### src/rtl/lcd_pkg.sv
// rtl/lcd_pkg.sv - shared HD44780 bus constants, timing defaults and state encoding
package lcd_pkg;

  localparam int CLK_HZ = 50_000_000;

  // Defaults in 50 MHz cycles.
  localparam int DEF_T_SETUP  = 3;
  localparam int DEF_T_EPULSE = 12;
  localparam int DEF_T_HOLD   = 2;
  localparam int DEF_T_GAP    = 12;

  localparam int TIMER_W = 8;

  localparam logic RS_CMD  = 1'b0;
  localparam logic RS_DATA = 1'b1;

  typedef enum logic [2:0] {
    ST_IDLE,
    ST_SETUP,
    ST_E_HIGH,
    ST_HOLD,
    ST_GAP,
    ST_DONE
  } lcd_state_e;

endpackage

### src/rtl/lcd_cycle_timer.sv
// rtl/lcd_cycle_timer.sv - loadable down-counter; zero marks the last cycle of a timed phase
module lcd_cycle_timer #(
  parameter int WIDTH = 8
) (
  input  logic             clk,
  input  logic             reset,
  input  logic             load,
  input  logic [WIDTH-1:0] load_value,
  output logic             zero
);

  logic [WIDTH-1:0] count;

  always_ff @(posedge clk or negedge reset) begin
    if (!reset) begin
      count <= '0;
    end else if (load) begin
      count <= load_value;
    end else if (count != '0) begin
      count <= count - WIDTH'(1);
    end
  end

  assign zero = (count == '0);

endmodule

### src/rtl/lcd_reader.sv
// rtl/lcd_reader.sv - timed HD44780 read cycle with optional busy-flag polling
module lcd_reader
  import lcd_pkg::*;
#(
  parameter int T_SETUP   = DEF_T_SETUP,
  parameter int T_EPULSE  = DEF_T_EPULSE,
  parameter int T_HOLD    = DEF_T_HOLD,
  parameter int T_GAP     = DEF_T_GAP,
  parameter int MAX_POLLS = 1000
) (
  input  logic       clk,
  input  logic       reset,
  input  logic       start,
  input  logic       rs_sel,
  input  logic       poll,
  input  logic [7:0] lcd_db_in,
  output logic       lcd_rs,
  output logic       lcd_rw,
  output logic       lcd_e,
  output logic       lcd_db_oe,
  output logic [7:0] data_out,
  output logic       busy_flag,
  output logic       ready,
  output logic       done,
  output logic       timeout
);

  localparam int CNT_W = $clog2(MAX_POLLS + 1);
  localparam logic [CNT_W-1:0] MAX_CNT = CNT_W'(MAX_POLLS);

  lcd_state_e         state, next_state;
  logic               zero, load;
  logic [TIMER_W-1:0] load_value;
  logic               rs_lat, poll_lat, rs_next, active_next, timeout_next;
  logic [CNT_W-1:0]   poll_cnt;

  lcd_cycle_timer #(.WIDTH(TIMER_W)) u_timer (
    .clk        (clk),
    .reset      (reset),
    .load       (load),
    .load_value (load_value),
    .zero       (zero)
  );

  always_comb begin
    next_state   = state;
    timeout_next = 1'b0;
    case (state)
      ST_IDLE:   if (start) next_state = ST_SETUP;
      ST_SETUP:  if (zero) next_state = ST_E_HIGH;
      ST_E_HIGH: if (zero) next_state = ST_HOLD;
      ST_HOLD:   if (zero) next_state = ST_GAP;
      ST_GAP: begin
        if (zero) begin
          if (poll_lat && data_out[7]) begin
            if (poll_cnt < MAX_CNT) begin
              next_state = ST_SETUP;
            end else begin
              next_state   = ST_DONE;
              timeout_next = 1'b1;
            end
          end else begin
            next_state = ST_DONE;
          end
        end
      end
      ST_DONE:   next_state = ST_IDLE;
      default:   next_state = ST_IDLE;
    endcase
  end

  // The timer is reloaded with (duration - 1) whenever a new state is entered.
  always_comb begin
    load = (next_state != state);
    case (next_state)
      ST_SETUP:  load_value = TIMER_W'(T_SETUP - 1);
      ST_E_HIGH: load_value = TIMER_W'(T_EPULSE - 1);
      ST_HOLD:   load_value = TIMER_W'(T_HOLD - 1);
      ST_GAP:    load_value = TIMER_W'(T_GAP - 1);
      default:   load_value = '0;
    endcase
  end

  always_comb begin
    rs_next     = (state == ST_IDLE && start) ? rs_sel : rs_lat;
    active_next = (next_state == ST_SETUP) || (next_state == ST_E_HIGH) ||
                  (next_state == ST_HOLD)  || (next_state == ST_GAP);
  end

  // Bus outputs are registered from next_state so RW/OE only move on E-low cycles.
  always_ff @(posedge clk or negedge reset) begin
    if (!reset) begin
      state     <= ST_IDLE;
      rs_lat    <= 1'b0;
      poll_lat  <= 1'b0;
      poll_cnt  <= '0;
      data_out  <= 8'h00;
      lcd_e     <= 1'b0;
      lcd_rw    <= 1'b0;
      lcd_rs    <= 1'b0;
      lcd_db_oe <= 1'b1;
      ready     <= 1'b1;
      done      <= 1'b0;
      timeout   <= 1'b0;
    end else begin
      state <= next_state;
      if (state == ST_IDLE && start) begin
        rs_lat   <= rs_sel;
        poll_lat <= poll & (rs_sel == RS_CMD);
        poll_cnt <= '0;
      end
      if (state == ST_E_HIGH && zero) begin
        data_out <= lcd_db_in;
        if (poll_cnt != MAX_CNT) poll_cnt <= poll_cnt + CNT_W'(1);
      end
      lcd_e     <= (next_state == ST_E_HIGH);
      lcd_rw    <= active_next;
      lcd_db_oe <= ~active_next;
      lcd_rs    <= active_next & rs_next;
      ready     <= (next_state == ST_IDLE);
      done      <= (next_state == ST_DONE);
      timeout   <= timeout_next;
    end
  end

  assign busy_flag = data_out[7];

endmodule

### config.mk
export PLATFORM = sky130hd
export DESIGN_NAME = lcd_reader
export DESIGN_NICKNAME = d
export VERILOG_FILES = /design/src/rtl/lcd_pkg.sv /design/src/rtl/lcd_cycle_timer.sv /design/src/rtl/lcd_reader.sv
export SDC_FILE = /design/constraint.sdc
export NUM_CORES = 1
export LEC_CHECK = 0
export CAP_MARGIN = 10
export CORE_UTILIZATION = 40
export DETAILED_ROUTE_END_ITERATION = 10
export GPL_ROUTABILITY_DRIVEN = 0
export SLEW_MARGIN = 0
export SYNTH_ARGS = -nofsm -noshare
export SYNTH_HDL_FRONTEND = slang
export SYNTH_SLANG_ARGS = --single-unit
export TNS_END_PERCENT = 30
### constraint.sdc
create_clock -name clk -period 4.02 [get_ports clk]
set_input_delay 0.804 -clock clk [delete_from_list [all_inputs] [get_ports clk]]
set_output_delay 0.804 -clock clk [all_outputs]
set_load 0.005 [all_outputs]
==> reports/results.txt <==
Status -> finished clean
Global route overflow -> 0
Dominant cells by area after synthesis -> dfrtp_1 (47%), mux2_2 (5.8%), a21oi_1 (3.9%)
Die Y -> 71.5 µm
Share of cells above drive strength 1 -> 15.7%
Post-synth top area share -> 46.7%
Num CTS Buffers -> 5
Syn Area/Cell -> 10.7 µm²
Top FF cell, synth -> dfrtp_1
Post-synthesis cell count -> 181
Top delay family on crit path -> simple AND/OR/NAND/NOR gates
Crit end category -> flip-flop
Max Root-Sink Buffers -> 2
Setup Viol. Count Final -> 0
CTS clk-pin slew, worst paths -> 80 ps
Drt wl/cell -> 14.9 µm
Sequential element share of the synthesized area -> 49.4%
Placeable Area -> 4500 µm²
Hold Vio Cnt, Final -> 0
First-iteration detailed-routing DRC count -> 113
H-tree depth -> 2
Slowest-stage cell, CP -> nor3b_4
CTS tree -> yes
Initial Util -> 42.9%
Post-DRT Antenna Nets -> 0
HP Class -> reg -> reg
Cell total after placement -> 254
Final Util -> 52.4%
Top Ports -> 29
Sink Count -> 38
Post-route DRC -> 0
Commonest non-fill, non-tap cell in the layout -> dfrtp_1
Maximum clock frequency -> 418 MHz
Crit path largest cell delay -> 500 ps
First-pass GRT wire length -> 6.94 mm
Mapped Nets -> 197
Vias in the first global route -> 1504
Period utilization -> 59.5%
CP arrival -> 2600 ps
Port Buffers -> 28
Total track usage -> 17.4%
Overall power -> 1.68 mW
Die area -> 5110 µm²
Hold path cells -> 1
Bufs and invs on worst path -> 1
Antenna Cells -> 0
Root buf cell -> clkbuf_8
Via count of the routed design -> 1513
Area Overhead vs Synth -> 22.4%
Hold_buf cts -> 0
Placed standard-cell area -> 2220 µm²
CP Max Fanout -> 18
Peak supply drop -> 0.262 mV
Area leader, netlist -> dfrtp_1
Pins Over Slew Limit -> 0
Fin cells -> 262
Largest net degree at the start of global routing -> 39
Final wirelength -> 3.90 mm
DR pass1 iterations -> 4
Post-CTS Setup Repair Bufs -> 0
Leak -> 0.946 nW
Initial antenna violation count -> 0
CP cell instances -> inv_1 -> ha_1 -> nor3b_4 -> nand3_2 -> nor3b_1 -> mux2i_1
RSZ-0062 raised after global routing -> false
Reg2reg path depth -> 6
Setup tns final -> 0 ps
Skew final -> 8.52 ps
Worst skew pair latency -> 290 ps
CP Class -> reg -> reg
Synth async-reset ratio -> 100%
Post-synth EDFFs -> 0
Leading cell types in the layout, fill and taps excluded -> dfrtp_1 (36), clkdlybuf4s50_1 (27), a21oi_1 (15)
Crit path depth -> 6
Vias per cell -> 5.77
Power Density -> 712 nW/µm²
Layout net count -> 225
Yosys warns -> 0
Resized Gates After CTS -> 0
Dpl hpwl -> 2.77 mm
Floorplan row count -> 24
Tmin final -> 2390 ps
Measured slew at the worst slew-check pin -> 817 ps
Max Cap Viol -> 0
Required time of the critical path -> 4230 ps
Design area -> 2360 µm²
DIE WIDTH -> 71.5 µm
Relative slew margins -> 45.5%
Yosys reg bits -> 38
Count of cell types in the netlist -> 53
Mapped Area -> 1930 µm²
CP startpoint kind -> flip-flop
routing by layer:
metal	track usage [%]	share of wire, %	vias to the layer above
li1	-	-	731
met1	23.2	48	743
met2	27.2	48	37
met3	4.78	3.6	2
met4	6.75	0.62	0
met5	0	0	-
cell usage after synthesis, drive strengths merged, types with 3 or more instances:
cell type / count
mux2: 10
o21ai: 7
a21oi: 15
or3: 6
nor3b: 3
nand2: 11
clkbuf: 3
nor3: 7
ha: 3
nor2: 10
o211ai: 5
nand3: 12
inv: 7
buf: 4
dfrtp: 36
o31ai: 6
layout make-up:
| class | count | area (µm²) |
|---|---|---|
| fill | 396 | 2140 |
| sequential | 38 | 953 |
| multi-input combinational | 129 | 905 |
| timing repair buffer | 28 | 275 |
| clock buffer | 5 | 68.8 |
| clock inverter | 3 | 68.8 |
| tap | 52 | 65.1 |
| inverter | 7 | 26.3 |
registers in the layout (all words and copies together) (netlist names):
signal         cells
poll_cnt          10
data_out           8
u_timer.count      8
state              3
done               1
lcd_db_oe          1
lcd_e              1
lcd_rs             1
lcd_rw             1
poll_lat           1
ready              1
rs_lat             1
timeout            1
final timing paths:
path	slack [ps]	endpoint	start
min in group asynchronous	600	poll_cnt[1]$_DFF_PN0_	reset
setup / recovery	1630	poll_cnt[2]$_DFF_PN0_	u_timer.count[0]$_DFFE_PN0P_
hold reg to reg	500	rs_lat$_DFF_PN0_	rs_lat$_DFF_PN0_
setup reg to reg	1630	poll_cnt[2]$_DFF_PN0_	u_timer.count[0]$_DFFE_PN0P_
max in group asynchronous	2900	poll_cnt[0]$_DFF_PN0_	reset
hold / removal	500	rs_lat$_DFF_PN0_	rs_lat$_DFF_PN0_
metrics by stage:
| stage | worst slack (ps) | hold WS [ps] |
|---|---|---|
| final | 1630 | 504 |
| after floorplan | 2090 | 465 |
| after detailed placement | 1440 | 480 |
| after global routing | 1390 | 520 |
| after global placement | 1480 | 485 |
| after CTS | 1640 | 507 |
cells by family after synthesis:
kind of cell             share of synthesized area (%)
adder cells (fa/ha/maj)                           1.94
XOR/XNOR                                         0.454
AO/OA/AOI/OAI                                     15.7
AND/OR/NAND/NOR                                   21.9
flip-flops                                        49.4
multiplexers                                      6.87
buffers and inverters                             3.76
power breakdown:
part           switching [mW]  leakage (nW)  internal [mW]
registers               0.155         0.477          0.525
clock network           0.140        0.0683          0.249
logic                   0.305         0.401          0.309
total                   0.600         0.946           1.08
(Power assumes the default switching activity.)
